==> config.mk <==
export PLATFORM = sky130hd
export DESIGN_NAME = imem_arbiter
export DESIGN_NICKNAME = d
export VERILOG_FILES = /design/src/rtl/imem_arbiter.sv
export SDC_FILE = /design/constraint.sdc
export NUM_CORES = 1
export LEC_CHECK = 0
export ABC_AREA = 1
export BUFFER_PORTS_ARGS = -buffer_cell sky130_fd_sc_hd__buf_4
export CAP_MARGIN = 10
export CORE_AREA = 3 3 94 96
export DETAILED_ROUTE_END_ITERATION = 10
export DIE_AREA = 0 0 97 99
export RECOVER_POWER = 100
export SLEW_MARGIN = 20
export SYNTH_ARGS = -nofsm -noshare
export SYNTH_HDL_FRONTEND = slang
export SYNTH_SLANG_ARGS = --single-unit
==> constraint.sdc <==
create_clock -name clk -period 1.4 [get_ports clk]
set_input_delay 0.28 -clock clk [delete_from_list [all_inputs] [get_ports clk]]
set_output_delay 0.28 -clock clk [all_outputs]
set_load 0.005 [all_outputs]
==> src/rtl/imem_arbiter.sv <==
// imem_arbiter: shares the single-port instruction memory between fetch and the loader,
// with a hold handshake for exclusive loader ownership. Define IMEM_BOUNDS_CHECK_EN for address checking.
module imem_arbiter #(
    parameter int DEPTH = 101,
    parameter int AW    = 10
) (
    input  logic          clk,
    input  logic          rst_n,
    input  logic          f_req,
    input  logic [31:0]   f_addr,
    output logic          f_gnt,
    output logic          f_rvalid,
    output logic [31:0]   f_rdata,
    output logic          f_err,
    input  logic          l_req,
    input  logic          l_we,
    input  logic [31:0]   l_addr,
    input  logic [31:0]   l_wdata,
    output logic          l_gnt,
    output logic          l_rvalid,
    output logic [31:0]   l_rdata,
    output logic          l_err,
    input  logic          l_hold,
    output logic          l_owned,
    output logic          mem_en,
    output logic          mem_we,
    output logic [AW-1:0] mem_addr,
    output logic [31:0]   mem_wdata,
    input  logic [31:0]   mem_rdata
);

    typedef enum logic [1:0] {RUN, DRAIN, LOAD} state_t;

    state_t        state;
    state_t        state_next;
    logic          last_loader;
    logic          f_win;
    logic          l_win;
    logic          f_bad;
    logic          l_bad;
    logic [AW-1:0] f_idx;
    logic [AW-1:0] l_idx;
    logic          rsp_f;
    logic          rsp_l;
    logic          rsp_err;
    logic          rsp_zero;

    assign f_idx = f_addr[AW+1:2];
    assign l_idx = l_addr[AW+1:2];

`ifdef IMEM_BOUNDS_CHECK_EN
    localparam logic [AW:0] DEPTH_W = (AW+1)'(DEPTH);

    assign f_bad = (f_addr[1:0] != 2'b00) || (f_addr[31:AW+2] != '0) || ({1'b0, f_idx} >= DEPTH_W);
    assign l_bad = (l_addr[1:0] != 2'b00) || (l_addr[31:AW+2] != '0) || ({1'b0, l_idx} >= DEPTH_W);
`else
    logic unused_addr_bits;

    assign f_bad = 1'b0;
    assign l_bad = 1'b0;
    assign unused_addr_bits = ^{f_addr[31:AW+2], f_addr[1:0], l_addr[31:AW+2], l_addr[1:0]};
`endif

    // Arbitration and ownership sequencing; the LOAD exit cycle grants nobody.
    always_comb begin
        state_next = state;
        f_win      = 1'b0;
        l_win      = 1'b0;
        case (state)
            RUN: begin
                if (f_req && l_req) begin
                    f_win = last_loader;
                    l_win = !last_loader;
                end else begin
                    f_win = f_req;
                    l_win = l_req;
                end
                if (l_hold) state_next = DRAIN;
            end
            DRAIN: begin
                state_next = l_hold ? LOAD : RUN;
            end
            LOAD: begin
                if (l_hold) l_win = l_req;
                else        state_next = RUN;
            end
            default: begin
                state_next = RUN;
            end
        endcase
    end

    assign f_gnt   = f_win & rst_n;
    assign l_gnt   = l_win & rst_n;
    assign l_owned = (state == LOAD);

    always_comb begin
        mem_en    = 1'b0;
        mem_we    = 1'b0;
        mem_addr  = '0;
        mem_wdata = '0;
        if (f_gnt) begin
            mem_en   = !f_bad;
            mem_addr = f_idx;
        end else if (l_gnt) begin
            mem_en   = !l_bad;
            mem_we   = l_we & !l_bad;
            mem_addr = l_idx;
            if (l_we) mem_wdata = l_wdata;
        end
    end

    // Response bookkeeping is captured at the grant edge; reset discards anything in flight.
    always_ff @(posedge clk or negedge rst_n) begin
        if (!rst_n) begin
            state       <= RUN;
            last_loader <= 1'b1;
            rsp_f       <= 1'b0;
            rsp_l       <= 1'b0;
            rsp_err     <= 1'b0;
            rsp_zero    <= 1'b0;
        end else begin
            state <= state_next;
            if (f_gnt)      last_loader <= 1'b0;
            else if (l_gnt) last_loader <= 1'b1;
            rsp_f    <= f_gnt;
            rsp_l    <= l_gnt;
            rsp_err  <= f_gnt ? f_bad : l_bad;
            rsp_zero <= f_gnt ? f_bad : (l_bad | l_we);
        end
    end

    assign f_rvalid = rsp_f;
    assign l_rvalid = rsp_l;
    assign f_err    = rsp_f & rsp_err;
    assign l_err    = rsp_l & rsp_err;
    assign f_rdata  = (rsp_f && !rsp_zero) ? mem_rdata : 32'h0;
    assign l_rdata  = (rsp_l && !rsp_zero) ? mem_rdata : 32'h0;

endmodule

==> results of run 1 <==
final timing paths:
path / endpoint / slack [ps] / from
setup reg to reg: l_rvalid / 80 / last_loader
hold reg to reg: state[1] / 640 / state[1]
min in group clk: state[1] / 330 / l_hold
setup / recovery: mem_addr[8] / -330 / last_loader
hold / removal: last_loader / 10 / rst_n
max in group asynchronous: l_rvalid / 640 / rst_n
layout make-up:
type                            count  share of cell area (%)
Sequential cell                     6                   3.501
Inverter                           40                   3.588
Tap cell                          105                   3.038
Timing Repair Buffer              235                   53.99
Clock buffer                        4                   1.042
Multi-Input combinational cell    181                   34.84
worst reg2reg max path, cell delays in order, from the launching register on:
cell	delay, ps
dfstp_2	540
nand2_2	60
nand2_2	70
nand2_4	70
nand2_8	130
clkbuf_16	190
inv_4	40
buf_4	120
logic make-up after synthesis:
logic type / count (synthesis) / synth area share [%]
other: 1 / 0.3304
AND/OR/NAND/NOR: 178 / 62.74
buffers and inverters: 58 / 23.15
flip-flops: 6 / 13.34
AO/OA/AOI/OAI: 1 / 0.4406
cell usage after synthesis, drive strengths merged:
cell and count:
a21oi 1, buf 10, clkbuf 8, conb 1, dfrtp 5, dfstp 1
inv 40, nand2 65, nand3 12, nor2 100, nor3b 1
placed cells by master (no fill, tap or decap), types with 2 or more instances in the layout:
cell       count
buf_4        126
buf_6         91
nor2_4        87
nand2_1       38
inv_1         36
nand2_2       20
nand3_1       11
buf_12         9
nor2_2         8
nor2_1         5
dfrtp_1        5
nand2_4        4
clkbuf_16      4
nand2_8        3
clkbuf_8       3
inv_2          2
inv_4          2
conb_1         2
clkbuf_1       2
buf_16         2
metal layers:
metal	vias to the layer above	global-route usage, %
met5	-	0
met4	0	1.836
met3	4	4.246
met2	146	23.20
met1	1102	13.20
li1	1139	-
where the power goes:
group          internal (W)  switching [W]
Combinational      0.000785       0.000690
Sequential         0.000213      0.0000349
Clock              0.000196      0.0000758
Total               0.00119       0.000801
state kept, by name, summed over array words and instances (netlist names):
signal / count
rsp_zero: 1
f_rvalid: 1
state: 2
last_loader: 1
l_rvalid: 1
per-stage QoR:
step,worst slack [ps],util [%]
2_1_floorplan,80.58,-
3_3_place_gp,-72.27,34.63
3_5_place_dp,-81.62,34.63
4_1_cts,-290.1,41.89
5_1_grt,-419.8,53.16
6_report,-326.2,53.16
timing repair:
action | 4_1_cts | 5_1_grt
setup buffers | 8 | 3
cloned | 5 | 5
gates resized for setup | 105 | 212
hold endpoints to repair | 5 | 0
endpoints found under the setup margin | 82 | 111
pin swaps | 16 | 14
hold buffers | 1 | 0
==> key figures, run 1 <==
Run status
  – Outcome: complete, but fails checks
  – Failing checks: negative setup slack

Logic synthesis
  – Avg Cell Area, Syn: approximately 4.7 µm²
  – Post-Syn Area: between 1000 and 1500 µm²
  – Synth warn: 0
  – Post-synth top area cell: nor2_1
  – Post-Syn Instances: 244
  – Area share of the largest cell type after synthesis: 31.09%
  – FF+latch count, synth: 6
  – Synth unique cells: 16
  – Area contributors post-synth: nor2_1 (31%), nand2_1 (21%), inv_1 (13%), dfrtp_1 (11%), nand3_1 (5.3%)
  – Seq/Total Area, Yosys: between 10% and 20%

Drt
  – DRT Pass-1 Iters: 4
  – Routed len/inst: ~14 µm
  – Final ANT Viol Nets: 0
  – Met1 WL: 2688 µm
  – Met2 routed WL: ~4200 µm
  – Via count: about 2400
  – Residual DRC count: 0
  – Drt total wl: 7767 µm
  – Initial DRC count: 25
  – Top Layer Used: met4
  – Met3 WL: a little over 800 µm
  – Vias/cell: roughly 4.2

Place
  – Final Wtd Congestion: 0.8559
  – Placed Area: 2816 µm²
  – Port Buffer Count: approximately 200
  – Dpl cells: about 550
  – Post-DP HPWL: about 4800 µm

Global routing
  – First-pass GRT wire length: roughly 10000 µm
  – Initial antenna violation count: 0
  – Grt total ovfl: 0
  – Vias in the first global route: 2207
  – Largest net degree at the start of global routing: 34
  – Gr usage total: roughly 12%

Timing
  – Final setup fails: 110
  – RSZ-0062 raised after global routing: true
  – Fmax: 0.5793 GHz
  – Min cycle time layout: between 1500 and 2000 ps
  – Worst Skew: ~0.37 ps
  – WHS: 13.20 ps
  – Setup ws final: -326.2 ps
  – Slew Limit Fails: 0
  – Hold Fails Final Rpt: 0
  – Tcrit/Tclk final: 123.3%
  – Fin Setup TNS: -18380 ps

Cells and area
  – Post-route cell area: 4324 µm²
  – Area grow syn2layout: 281.0%
  – Post-Layout Cell Count: ~570
  – Share of cells above drive strength 1: about four fifths
  – Antenna cells: 0
  – Area taken by multi-input logic gates: about 1500 µm²
  – FILL cells: 677
  – Register Area: 151.4 µm²
  – Post-layout net count: approximately 600

Clocking
  – Clk_lat worst skew: 220 ps
  – TritonCTS Buffers: 3
  – Worst-path clk slew: 40 ps
  – CTS tree: done
  – Clk sinks: 6
  – Longest Clk Path Bufs: 2
  – Root Driver: clkbuf_8
  – H-tree depth: 1

Pwr
  – Pwr Total: between 0.0015 and 0.002 W
  – Leak: about 2.1 nW
  – Maximum VDD drop: roughly 0.28 mV
  – Pwr per Cell Area: ~460 nW/µm²

Critical path
  – Worst-path cell chain: inv_2 -> nand2_2 -> nand2_2 -> nor2_4 -> buf_6 -> nand2_2 -> nand2_2 -> buf_6
  – CP peak stage delay: between 500 and 600 ps
  – Reg2Reg Depth: 7
  – Worst-path maximum fanout: 7
  – Cell with the biggest individual delay on the critical path: dfstp_2
  – CP Class: reg2out
  – Startpoint Class: flip-flop
  – Worst path bufs/invs: 3
  – CP Data Required Time: approximately 1100 ps
  – Crit-path most repeated cell: nand2_2
  – Arrival time worst endpoint: about 1500 ps
  – CP endpoint kind: primary output
  – Top delay family on crit path: flip-flops
  – Critical path depth: 8

Floorplanning
  – Chip width: just under 100 µm
  – Die ar.: around 9600 µm²
  – # rows: 33
  – Core area: ~8100 µm²
  – # IOs: 249
  – Initial Util: around 14%
  – Die Y: between 90 and 100 µm

Run
  – Maxcap violations: 0

Min path
  – Worst min path class: in2async
(Power assumes the default switching activity.)
==> inputs of run 2 (changes only) <==
PLACE_DENSITY_LB_ADDON = 0.12   (was not set)
==> key figures, run 2 (synthesis results as in run 1) <==
Drt
  – Initial DRC count: 43 (+72%)
  – Drt total wl: 7747 µm (-0.26%)
  – Routed len/inst: 13.57 µm (-0.26%)
  – DRT Pass-1 Iters: 4 (unchanged)
  – Vias/cell: 4.138 (-1.2%)
  – Final ANT Viol Nets: 0 (unchanged)
  – Residual DRC count: 0 (unchanged)
  – Via count: 2363 (-1.2%)

Critical path
  – CP endpoint kind: primary output
  – CP Data Required Time: 1120 ps (about the same)
  – Worst-path maximum fanout: 5 (-2)
  – Reg2Reg Depth: 7 (unchanged)
  – Worst R2R End: last_loader
  – CP Class: reg2out
  – R2R Setup Slk: 90 ps (about the same)
  – Arrival time worst endpoint: 1490 ps (+40 ps)
  – Startpoint Class: flip-flop
  – RR Startpoint: state[1]

Timing
  – Final setup fails: 108 (-1.8%)
  – RSZ-0062 raised after global routing: true
  – Slew Limit Fails: 0 (unchanged)
  – Fmax: 0.5635 GHz (-2.7%)
  – Hold Fails Final Rpt: 0 (unchanged)
  – Setup ws final: -374.6 ps (-48.46 ps)
  – Fin Setup TNS: -18260 ps (+116.1 ps)
  – Min cycle time layout: 1775 ps (+48.46 ps)
  – WHS: 326.9 ps (+313.7 ps)
  – Tcrit/Tclk final: 126.8% (+3.5 points)
  – Worst Skew: 1.381 ps (+1.012 ps)

Pwr
  – Maximum VDD drop: 0.2288 mV (-19%)
  – Comb pwr share: 73.7% (-0.2 points)
  – Internal Dissipation: 0.001175 W (-1.6%)
  – Switch share: 39.50% (-0.64 points)
  – Pwr per Cell Area: 456.6 nW/µm² (-1.0%)
  – Sequential share of power: 12.5% (about the same)
  – Net switching power: 0.0007672 W (-4.2%)
  – Leak: 2.100 nW (-0.53%)
  – Clock power share: 13.9% (+0.3 points)

Floorplanning
  – Die Y: 99 µm (unchanged)
  – # IOs: 249 (unchanged)
  – Die ar.: 9603 µm² (unchanged)
  – Core area: 8134 µm² (unchanged)
  – Chip width: 97 µm (unchanged)
  – # rows: 33 (unchanged)
  – Initial Util: 13.95% (unchanged)

Cells and area
  – Commonest non-fill, non-tap cell in the layout: buf_4
  – Share of cells above drive strength 1: 76.18% (-1.9 points)
  – Post-layout net count: 601 (unchanged)
  – Antenna cells: 0 (unchanged)
  – Most frequent cells in the layout: buf_4 (135), nor2_4 (82), buf_6 (81)
  – Largest Register: state
  – Final core utilization: 52.30% (-0.86 points)
  – Area grow syn2layout: 274.9%
  – Max FFs per register: 2 (unchanged)

Clocking
  – Longest Clk Path Bufs: 2 (unchanged)
  – Clk_lat worst skew: 220 ps (about the same)
  – TritonCTS Buffers: 3 (unchanged)
  – Root Driver: clkbuf_8
  – CTS tree: done
  – H-tree depth: 1 (unchanged)
  – Worst-path clk slew: 40 ps (about the same)
  – Clk sinks: 6 (unchanged)

Global routing
  – Vias in the first global route: 2267 (+2.7%)
  – Gr usage total: 13.32% (+1.1 points)
  – Initial antenna violation count: 0 (unchanged)
  – First-pass GRT wire length: 10710 µm (+7.3%)
  – Largest net degree at the start of global routing: 34 (unchanged)
  – Grt total ovfl: 0 (unchanged)

Place
  – Final Wtd Congestion: 0.7653 (-11%)
  – Port Buffer Count: 202 (unchanged)
  – Post-DP HPWL: 5041 µm (+5.1%)
  – Dpl ws: -147.4 ps (-65.77 ps)

Min path
  – Worst hold path depth: 3
  – Worst min path class: in2reg
  – Min-Delay Startpoint: l_hold
  – Hold EP: state[1]

Run
  – Maxcap violations: 0 (unchanged)

Run status
  – Failing checks: negative setup slack
  – Outcome: complete, but fails checks
[run 2: timing repair]
action                                  4_1_cts  5_1_grt
buffers inserted                              3        2
endpoints found under the setup margin       98      109
gates cloned                                  7        4
endpoints found under the hold margin         5        0
resized for setup                           128      182
hold buffers                                  1        0
pin swaps                                     2        7
[run 2: area by class of cell]
type	count	area, µm²
repair buffers	235	2317
clock buffers	4	45.04
inverters	40	155.1
well taps	105	131.4
fillers	744	3880
flip-flops and latches	6	151.4
multi-input cells	181	1454
[run 2: worst max-delay path by stage]
| stage | startpoint | end | slack, ps | cells past startpoint |
|---|---|---|---|---|
| 3_3_place_gp | last_loader | mem_we | -160 | 8 |
| 3_5_place_dp | last_loader | mem_we | -150 | 8 |
| 6_report | last_loader | mem_addr[4] | -370 | 8 |
| 4_1_cts | state[0] | mem_wdata[13] | -320 | 7 |
| 2_1_floorplan | last_loader | mem_addr[1] | 80 | 7 |
| 5_1_grt | last_loader | mem_addr[4] | -450 | 8 |
[run 2: layer usage]
metal / vias up / part of all wire (%) / wire (µm) / global-route usage (%)
met3: 15 / 8.7 / 672 / 2.831
met4: 0 / 2.4 / 186 / 4.104
met1: 1062 / 33 / 2561 / 13.37
met5: - / 0 / 0 / 0
li1: 1141 / - / - / -
met2: 145 / 56 / 4327 / 27.02
[run 2: worst max-delay path, stage by stage (launching register included)]
cell       delay (ps)
dfstp_2           530
inv_2              40
nand2_2            50
nand2_2            60
nor2_4            190
clkbuf_16         200
nand2_2            40
nand2_1            60
buf_4             100
[run 2: through the flow]
| step | area, µm² | power [W] | std cells |
|---|---|---|---|
| global route | 4254 | 0.002076 | 571 |
| detailed placement | 2826 | 0.001120 | 551 |
| CTS | 3456 | 0.001637 | 566 |
| global placement | 2826 | 0.001117 | 551 |
| floorplan | 1139 | 0.0005782 | 245 |
| finish | 4254 | 0.001942 | 571 |
[run 2: power groups by stage]
stage	Combinational, W	Clock [W]	Sequential, W
final	0.00143	0.000270	0.000242
after global routing	0.00154	0.000290	0.000247
after CTS	0.00112	0.000281	0.000240
after detailed placement	0.000888	0	0.000232
after global placement	0.000884	0	0.000233
after floorplan	0.000347	0	0.000231
==> inputs of run 3 (changes only) <==
RECOVER_POWER = not set   (was 100)
==> key figures, run 3 (synthesis results as in run 1) <==
Drt
  – DRT Pass-1 Iters: 4 (unchanged)
  – Initial DRC count: 43 (unchanged)
  – Via count: 2363 (unchanged)
  – Drt total wl: 7747 µm (unchanged)
  – Residual DRC count: 0 (unchanged)
  – Vias/cell: 4.138 (unchanged)
  – Final ANT Viol Nets: 0 (unchanged)
  – Routed len/inst: 13.57 µm (unchanged)

Global routing
  – Gr usage total: 13.32% (unchanged)
  – First-pass GRT wire length: 10710 µm (unchanged)
  – Largest net degree at the start of global routing: 34 (unchanged)
  – Grt total ovfl: 0 (unchanged)
  – Vias in the first global route: 2267 (unchanged)
  – Initial antenna violation count: 0 (unchanged)

Cells and area
  – Max FFs per register: 2 (unchanged)
  – Final core utilization: 52.35% (about the same)
  – Most frequent cells in the layout: buf_4 (136), nor2_4 (82), buf_6 (81)
  – Antenna cells: 0 (unchanged)
  – Post-route cell area: 4258 µm² (about the same)
  – Commonest non-fill, non-tap cell in the layout: buf_4
  – Largest Register: state
  – Area grow syn2layout: 275.2% (about the same)
  – Post-layout net count: 601 (unchanged)
  – Share of cells above drive strength 1: 76.39% (+0.21 points)

Run
  – Maxcap violations: 0 (unchanged)

Critical path
  – Arrival time worst endpoint: 1490 ps (about the same)
  – CP endpoint kind: primary output
  – Startpoint Class: flip-flop
  – Cell with the biggest individual delay on the critical path: dfstp_2
  – Worst-path cell chain: inv_2 -> nand2_2 -> nand2_2 -> nor2_4 -> clkbuf_16 -> nand2_2 -> nand2_1 -> buf_4
  – Worst path bufs/invs: 3 (unchanged)
  – CP peak stage delay: 530 ps (about the same)
  – CP Data Required Time: 1120 ps (about the same)
  – Worst-path maximum fanout: 5 (unchanged)
  – Top delay family on crit path: flip-flops
  – Crit-path most repeated cell: nand2_2
  – CP Class: reg2out

Place
  – Final Wtd Congestion: 0.7653 (unchanged)
  – Placed Area: 2826 µm² (unchanged)
  – Post-DP HPWL: 5041 µm (unchanged)
  – Dpl ws: -147.4 ps (unchanged)
  – Port Buffer Count: 202 (unchanged)

Timing
  – Worst Skew: 1.374 ps (-0.007080 ps)
  – Final setup fails: 108 (unchanged)
  – Min cycle time layout: 1775 ps (+0.1720 ps)
  – RSZ-0062 raised after global routing: true
  – Setup ws final: -374.8 ps (-0.1720 ps)
  – Hold Fails Final Rpt: 0 (unchanged)
  – Fmax: 0.5634 GHz (about the same)
  – Slew Limit Fails: 0 (unchanged)
  – Tcrit/Tclk final: 126.8% (about the same)

Clocking
  – TritonCTS Buffers: 3 (unchanged)
  – Clk sinks: 6 (unchanged)
  – Clk_lat worst skew: 220 ps (about the same)
  – CTS tree: done
  – Longest Clk Path Bufs: 2 (unchanged)
  – H-tree depth: 1 (unchanged)
  – Worst-path clk slew: 40 ps (about the same)
  – Root Driver: clkbuf_8

Floorplanning
  – # IOs: 249 (unchanged)
  – Die Y: 99 µm (unchanged)
  – # rows: 33 (unchanged)
  – Die ar.: 9603 µm² (unchanged)
  – Core area: 8134 µm² (unchanged)
  – Chip width: 97 µm (unchanged)
  – Initial Util: 13.95% (unchanged)

Pwr
  – Pwr per Cell Area: 456.5 nW/µm² (about the same)
  – Maximum VDD drop: 0.2233 mV (-2.4%)
  – Pwr Total: 0.001944 W (about the same)
  – Leak: 2.104 nW (+0.17%)

Run status
  – Failing checks: negative setup slack
  – Outcome: complete, but fails checks

Min path
  – Worst min path class: in2reg
[run 3: stage by stage]
step	setup TNS [ps]	hold WS (ps)	instances
CTS	-17210	319.4	566
finish	-18270	326.9	571
global placement	-2251	201.8	551
detailed placement	-2182	200.8	551
floorplan	0	-15.59	245
global route	-25930	351.4	571
[run 3: timing repair]
item,CTS,global route
setup buffers,3,2
setup endpoints to repair,98,109
cloned,7,4
pin swaps,2,7
resized for setup,128,182
hold buffers,1,0
hold endpoints to repair,5,0
[run 3: layout make-up]
class	instances	area, µm²
fillers	742	3876
well taps	105	131.4
clock buffers	4	45.04
flip-flops and latches	6	151.4
inverters	40	155.1
repair buffers	235	2321
multi-input cells	181	1454
[run 3: power by group]
part | internal, W | switching, W
combinational | 0.000768 | 0.000665
clock | 0.000196 | 0.0000740
sequential | 0.000213 | 0.0000288
total | 0.00118 | 0.000767
[run 3: path summary, 6_finish.rpt]
| path | cells past startpoint | slack, ps | end | start |
|---|---|---|---|---|
| min | 3 | 330 | state[1] | l_hold |
| min in group asynchronous | 3 | 520 | f_rvalid | rst_n |
| min reg2reg | 2 | 570 | state[0] | state[1] |
| max reg2reg | 7 | 90 | last_loader | state[1] |
| max | 8 | -370 | mem_addr[4] | last_loader |
| max in group asynchronous | 3 | 680 | last_loader | rst_n |
[run 3: metal layers]
metal	global-route usage, %	wire (µm)
met5	0	0
met4	4.104	186
met3	2.831	672
met2	27.02	4327
met1	13.37	2561
[run 3: tightest hold or removal path: stages]
cell and delay (ps):
buf_4 90, nand3_1 70, nand2_1 60
